File: src/rtl/imm_operand_encoder.sv
// -----------------------------------------------------------------------------
// imm_operand_encoder
//
// Purpose:
//   Iteratively encodes a 32-bit constant into the ARM data-processing
//   immediate form {rotate_imm[3:0], imm8[7:0]}, where the constant equals
//   imm8 rotated right by 2*rotate_imm. One rotation is tried per cycle.
//   The plain constant is searched first. If that fails and ALLOW_INVERT is
//   set, ~value is searched next, so the caller can substitute MOV->MVN or
//   AND->BIC. Within a pass the lowest rotate_imm wins, so the encoding
//   returned is unique.
//
// Ports:
//   clk           in   system clock, rising-edge active
//   rst           in   synchronous active-high reset; aborts a search silently
//   start         in   request, accepted only while idle
//   value         in   constant to encode, sampled on the accepting edge
//   busy          out  high while a search pass is running
//   done          out  one-cycle pulse when the result is valid
//   found         out  an encoding exists (held until the next accepted start)
//   inverted      out  the encoding is of ~value
//   shift_operand out  {rotate_imm, imm8}; 12'h000 when found=0
// -----------------------------------------------------------------------------
module imm_operand_encoder #(
    parameter int REGISTER_LEN = 32,
    parameter int ALLOW_INVERT = 1
) (
    input  logic                    clk,
    input  logic                    rst,
    input  logic                    start,
    input  logic [REGISTER_LEN-1:0] value,
    output logic                    busy,
    output logic                    done,
    output logic                    found,
    output logic                    inverted,
    output logic [11:0]             shift_operand
);

    typedef enum logic [1:0] {
        IDLE         = 2'd0,
        SEARCH_PLAIN = 2'd1,
        SEARCH_INV   = 2'd2,
        REPORT       = 2'd3
    } state_t;

    localparam logic ALLOW_INV_C = (ALLOW_INVERT != 32'sd0);

    // Pure barrel rotate-left: the upper word of {x,x} shifted left by amt.
    function automatic logic [REGISTER_LEN-1:0] rotl(
        input logic [REGISTER_LEN-1:0] x,
        input logic [4:0]              amt
    );
        logic [2*REGISTER_LEN-1:0] dbl;
        dbl = {x, x} << amt;
        return dbl[2*REGISTER_LEN-1 -: REGISTER_LEN];
    endfunction

    state_t                  state_r, state_s;
    logic [REGISTER_LEN-1:0] cand_r, cand_s;
    logic [3:0]              rot_r, rot_s;
    logic                    busy_r, busy_s;
    logic                    done_r, done_s;
    logic                    found_r, found_s;
    logic                    inv_r, inv_s;
    logic [11:0]             so_r, so_s;
    logic [REGISTER_LEN-1:0] probe_s;
    logic                    hit_s;

    // Candidate test: rotating left by 2*rot undoes a right rotation by the
    // same amount, so a hit leaves the whole constant in the low byte.
    always_comb begin
        probe_s = rotl(cand_r, {rot_r, 1'b0});
        hit_s   = (probe_s[REGISTER_LEN-1:8] == {(REGISTER_LEN-8){1'b0}});
    end

    // Next-state and next-output logic for the search controller.
    always_comb begin
        state_s = state_r;
        cand_s  = cand_r;
        rot_s   = rot_r;
        found_s = found_r;
        inv_s   = inv_r;
        so_s    = so_r;
        busy_s  = 1'b0;
        done_s  = 1'b0;
        case (state_r)
            IDLE: begin
                if (start) begin
                    cand_s  = value;
                    rot_s   = 4'd0;
                    found_s = 1'b0;
                    inv_s   = 1'b0;
                    so_s    = 12'h000;
                    busy_s  = 1'b1;
                    state_s = SEARCH_PLAIN;
                end else begin
                    state_s = IDLE;
                end
            end
            SEARCH_PLAIN, SEARCH_INV: begin
                if (hit_s) begin
                    found_s = 1'b1;
                    inv_s   = (state_r == SEARCH_INV);
                    so_s    = {rot_r, probe_s[7:0]};
                    done_s  = 1'b1;
                    state_s = REPORT;
                end else if (rot_r != 4'd15) begin
                    rot_s   = rot_r + 4'd1;
                    busy_s  = 1'b1;
                end else if ((state_r == SEARCH_PLAIN) && ALLOW_INV_C) begin
                    // Plain pass exhausted: retry with the complemented constant.
                    cand_s  = ~cand_r;
                    rot_s   = 4'd0;
                    busy_s  = 1'b1;
                    state_s = SEARCH_INV;
                end else begin
                    found_s = 1'b0;
                    inv_s   = 1'b0;
                    so_s    = 12'h000;
                    done_s  = 1'b1;
                    state_s = REPORT;
                end
            end
            REPORT: begin
                state_s = IDLE;
            end
            default: begin
                state_s = IDLE;
            end
        endcase
    end

    // State and registered-output update with synchronous reset.
    always_ff @(posedge clk) begin
        if (rst) begin
            state_r <= IDLE;
            cand_r  <= {REGISTER_LEN{1'b0}};
            rot_r   <= 4'd0;
            busy_r  <= 1'b0;
            done_r  <= 1'b0;
            found_r <= 1'b0;
            inv_r   <= 1'b0;
            so_r    <= 12'h000;
        end else begin
            state_r <= state_s;
            cand_r  <= cand_s;
            rot_r   <= rot_s;
            busy_r  <= busy_s;
            done_r  <= done_s;
            found_r <= found_s;
            inv_r   <= inv_s;
            so_r    <= so_s;
        end
    end

    assign busy          = busy_r;
    assign done          = done_r;
    assign found         = found_r;
    assign inverted      = inv_r;
    assign shift_operand = so_r;

endmodule
File: config.mk
export PLATFORM = sky130hd
export DESIGN_NAME = imm_operand_encoder
export DESIGN_NICKNAME = d
export VERILOG_FILES = /design/src/rtl/imm_operand_encoder.sv
export SDC_FILE = /design/constraint.sdc
export NUM_CORES = 1
export LEC_CHECK = 0
export CAP_MARGIN = 20
export CORE_ASPECT_RATIO = 0.8
export CORE_MARGIN = 3
export CORE_UTILIZATION = 45
export CTS_CLUSTER_SIZE = 40
export DETAILED_ROUTE_END_ITERATION = 8
export PLACE_DENSITY = 0.66
export SYNTH_ARGS = -nofsm -noshare
export SYNTH_HDL_FRONTEND = slang
export SYNTH_SLANG_ARGS = --single-unit
File: constraint.sdc
create_clock -name clk -period 4.9 [get_ports clk]
set_input_delay 0.98 -clock clk [delete_from_list [all_inputs] [get_ports clk]]
set_output_delay 0.98 -clock clk [all_outputs]
set_load 0.01 [all_outputs]
==> impl_metrics.tcl <==
set metrics [dict create \
    drv_slew 0 \
    syn_to_final_growth_pct 12.1 \
    core_sq_um 10400 \
    powerDensity_nw_per_um2 327 \
    min_period_over_period_pct 83.3 \
    portBuffers 50 \
    ys_top_cells_by_area "dfxtp_1 22%, mux4_2 15%, clkbuf_1 5.4%" \
    syn_area_sq_um 4820 \
    routedWlPerCell_um 20.6 \
    finish.utilization_pct 52.2 \
    drive_gt1_share_pct 11.6 \
    fin_ws_ns 0.816 \
    dpl_worst_slack_ns 0.932 \
    skew_ns 0.00799 \
    antenna_found_initial 0 \
    synth_cell_types 57 \
    wl_met2_mm 6.95 \
    gp_congestion 0.961 \
    clockBufferDepth 2 \
    grt-ovfl-total 0 \
    cts_resized 0 \
    peakVddDrop_mv 0.158 \
    outcome "finished, final reports clean" \
    finalSetupTns_ns 0 \
    insertion_delay_ns 0.30 \
    syn-mean-instance-area_sq_um 7.76 \
    yosysMostFrequentCell "clkbuf_1" \
    synth_warnings 0 \
    synth_top_area_share_pct 22.4 \
    synth-seq-area-share_pct 22.4 \
    grt_pass1_vias 4651 \
    cpPeakStageDelay_ns 0.96 \
    fin_nets 641 \
    worst_pin_slew_ns 1.03 \
    hold_violations 0 \
    hold_slack_ns 0.471 \
    reg2reg_setup_slack_ns 0.82 \
    die_y_um 98.6 \
    dp_hpwl_mm 10.0 \
    async_reset_ff_share_pct 0 \
    dieArea_sq_um 12000 \
    rows 33 \
    end_kind "flop" \
    synth_common_cells "69 x clkbuf_1, 54 x dfxtp_1, 48 x nand2_1, 44 x nor2_1, 37 x a21oi_1" \
    top_layer "met4" \
    cap_viol_max_count 0 \
    ctsRootBufferMaster "clkbuf_16" \
    ys.flop_type "dfxtp_1" \
    grt_usage_pct 25.5 \
    die_w_um 122 \
    finalPower_mw 1.77 \
    syn_nets 661 \
    path_clk_slew_ns 0.07 \
    ctsHoldBuffers 0 \
    final_design_area_no_fill_sq_um 5410 \
    placed_area_sq_um 5240 \
    syn_inst 621 \
    cpMaxStageDelayCell "dfxtp_1" \
    met1Wirelength_mm 6.53 \
    grt_max_degree 77 \
    grt_pass1_wl_mm 24.8 \
    postCtsSetupBuffers 0 \
    route.antenna.remaining_nets 0 \
    period_needed_ns 4.08 \
    worst_ep_required_time_ns 5.06 \
    setup.worst_path.class "flop to flop" \
    drtIter0Drc 529 \
    met3_length_mm 1.58 \
    diodes 0 \
    wl_mm 15.3 \
    cts_tree "done" \
    nFillCells 999 \
    leakage_nw 1.70 \
    stdcell_count 742 \
    drt-vias-per-instance 6.78 \
    initial_utilization_pct 46.5 \
    crit_path_start_kind "flop" \
    htreeDepth 2 \
    crit_fanout 26 \
    placed_cells_incl_taps 734 \
    yosysTopAreaCell "dfxtp_1" \
    setup_viol 0 \
    io_pins 51 \
    clkSinkCount 54 \
    dr.pass1.iters 6 \
    crit_path_cell_trace "inv_1 -> mux2i_1 -> o211ai_1 -> or4_1 -> a2111o_1 -> a31oi_4 -> o32ai_1" \
    yosys_register_bits 54 \
    relSlewSlack_pct 31.6 \
    rsz0062_at_grt "false" \
    drcViolationCount 0 \
    cts_buffers 5 \
    dr_total_vias 5033 \
    hp-class "flop to flop" \
    fmax_ghz 0.245 \
    cp.arrival_ns 4.24 \
    synth-edff-count 0 \
]
cell type report:
cell class | count | area, sq um | share of cell area [%]
clock buffer | 6 | 129 | 2.38
inverter | 16 | 60.1 | 1.11
sequential | 54 | 1080 | 20.0
tap | 140 | 175 | 3.24
timing repair buffer | 65 | 621 | 11.5
multi-input combinational | 459 | 3300 | 61.1
clock inverter | 2 | 37.5 | 0.694
power by group:
part	total, mW	switching [mW]	internal [mW]
Sequential	0.627	0.143	0.484
Clock	0.417	0.175	0.242
Combinational	0.722	0.420	0.302
registers in the layout (all words and copies together), names as in the netlist:
signal and flops:
found 1, cand_r 32, done 1, state_r 2, rot_r 4, inverted 1, busy 1, shift_operand 12
kinds of logic (layout without fill, tap and decap cells):
family | after synthesis | in the layout | synth area share (%)
and+or+nand+nor | 245 | 245 | 26.1
AOI/OAI and AO/OA | 163 | 163 | 22.8
buffers and inverters | 108 | 89 | 9.34
DFF | 54 | 54 | 22.4
muxes | 45 | 45 | 17.8
adders and majority gates | 5 | 5 | 1.30
xor gates and xnor gates | 1 | 1 | 0.182
metal layers:
layer / track usage (%) / up-vias
met1: 37.3 / 2429
met5: 0 / -
li1: - / 2307
met3: 6.37 / 19
met2: 37.5 / 278
met4: 6.89 / 0
path summary, 6_finish.rpt:
| check | from | to | depth (start not counted) |
|---|---|---|---|
| setup / recovery | rot_r[0] | shift_operand[8] | 7 |
| hold reg to reg | shift_operand[0] | shift_operand[0] | 2 |
| setup reg to reg | rot_r[0] | shift_operand[8] | 7 |
| hold / removal | shift_operand[0] | shift_operand[0] | 2 |
worst max-delay path, delay by kind of cell, from the launching register on:
family	cells	cell delay, ns
muxes	1	0.44
and+or+nand+nor	1	0.57
DFF	1	0.96
buffers and inverters	1	0.55
AOI/OAI and AO/OA	4	1.39
cells in the final DEF, fill, tap and decap left out, types with 3 or more instances in the layout:
cell / count
mux2_2: 7
nand2_1: 48
nor2_1: 44
inv_1: 15
nand2b_1: 10
nor3b_1: 5
buf_4: 14
mux2i_1: 6
dfxtp_1: 53
nor4_1: 5
o21ai_0: 20
nor4b_1: 3
ha_1: 5
clkbuf_16: 5
o31ai_1: 3
nand4_1: 36
nor2b_1: 3
a21oi_1: 37
o21ai_1: 5
nor3_1: 32
a31oi_1: 34
and2_1: 14
or3_1: 4
clkdlybuf4s50_1: 49
mux4_2: 32
o32ai_1: 9
a211oi_1: 12
a22oi_1: 19
nand3_1: 30
a2111oi_0: 3
Power figures use the tool's default switching activity.
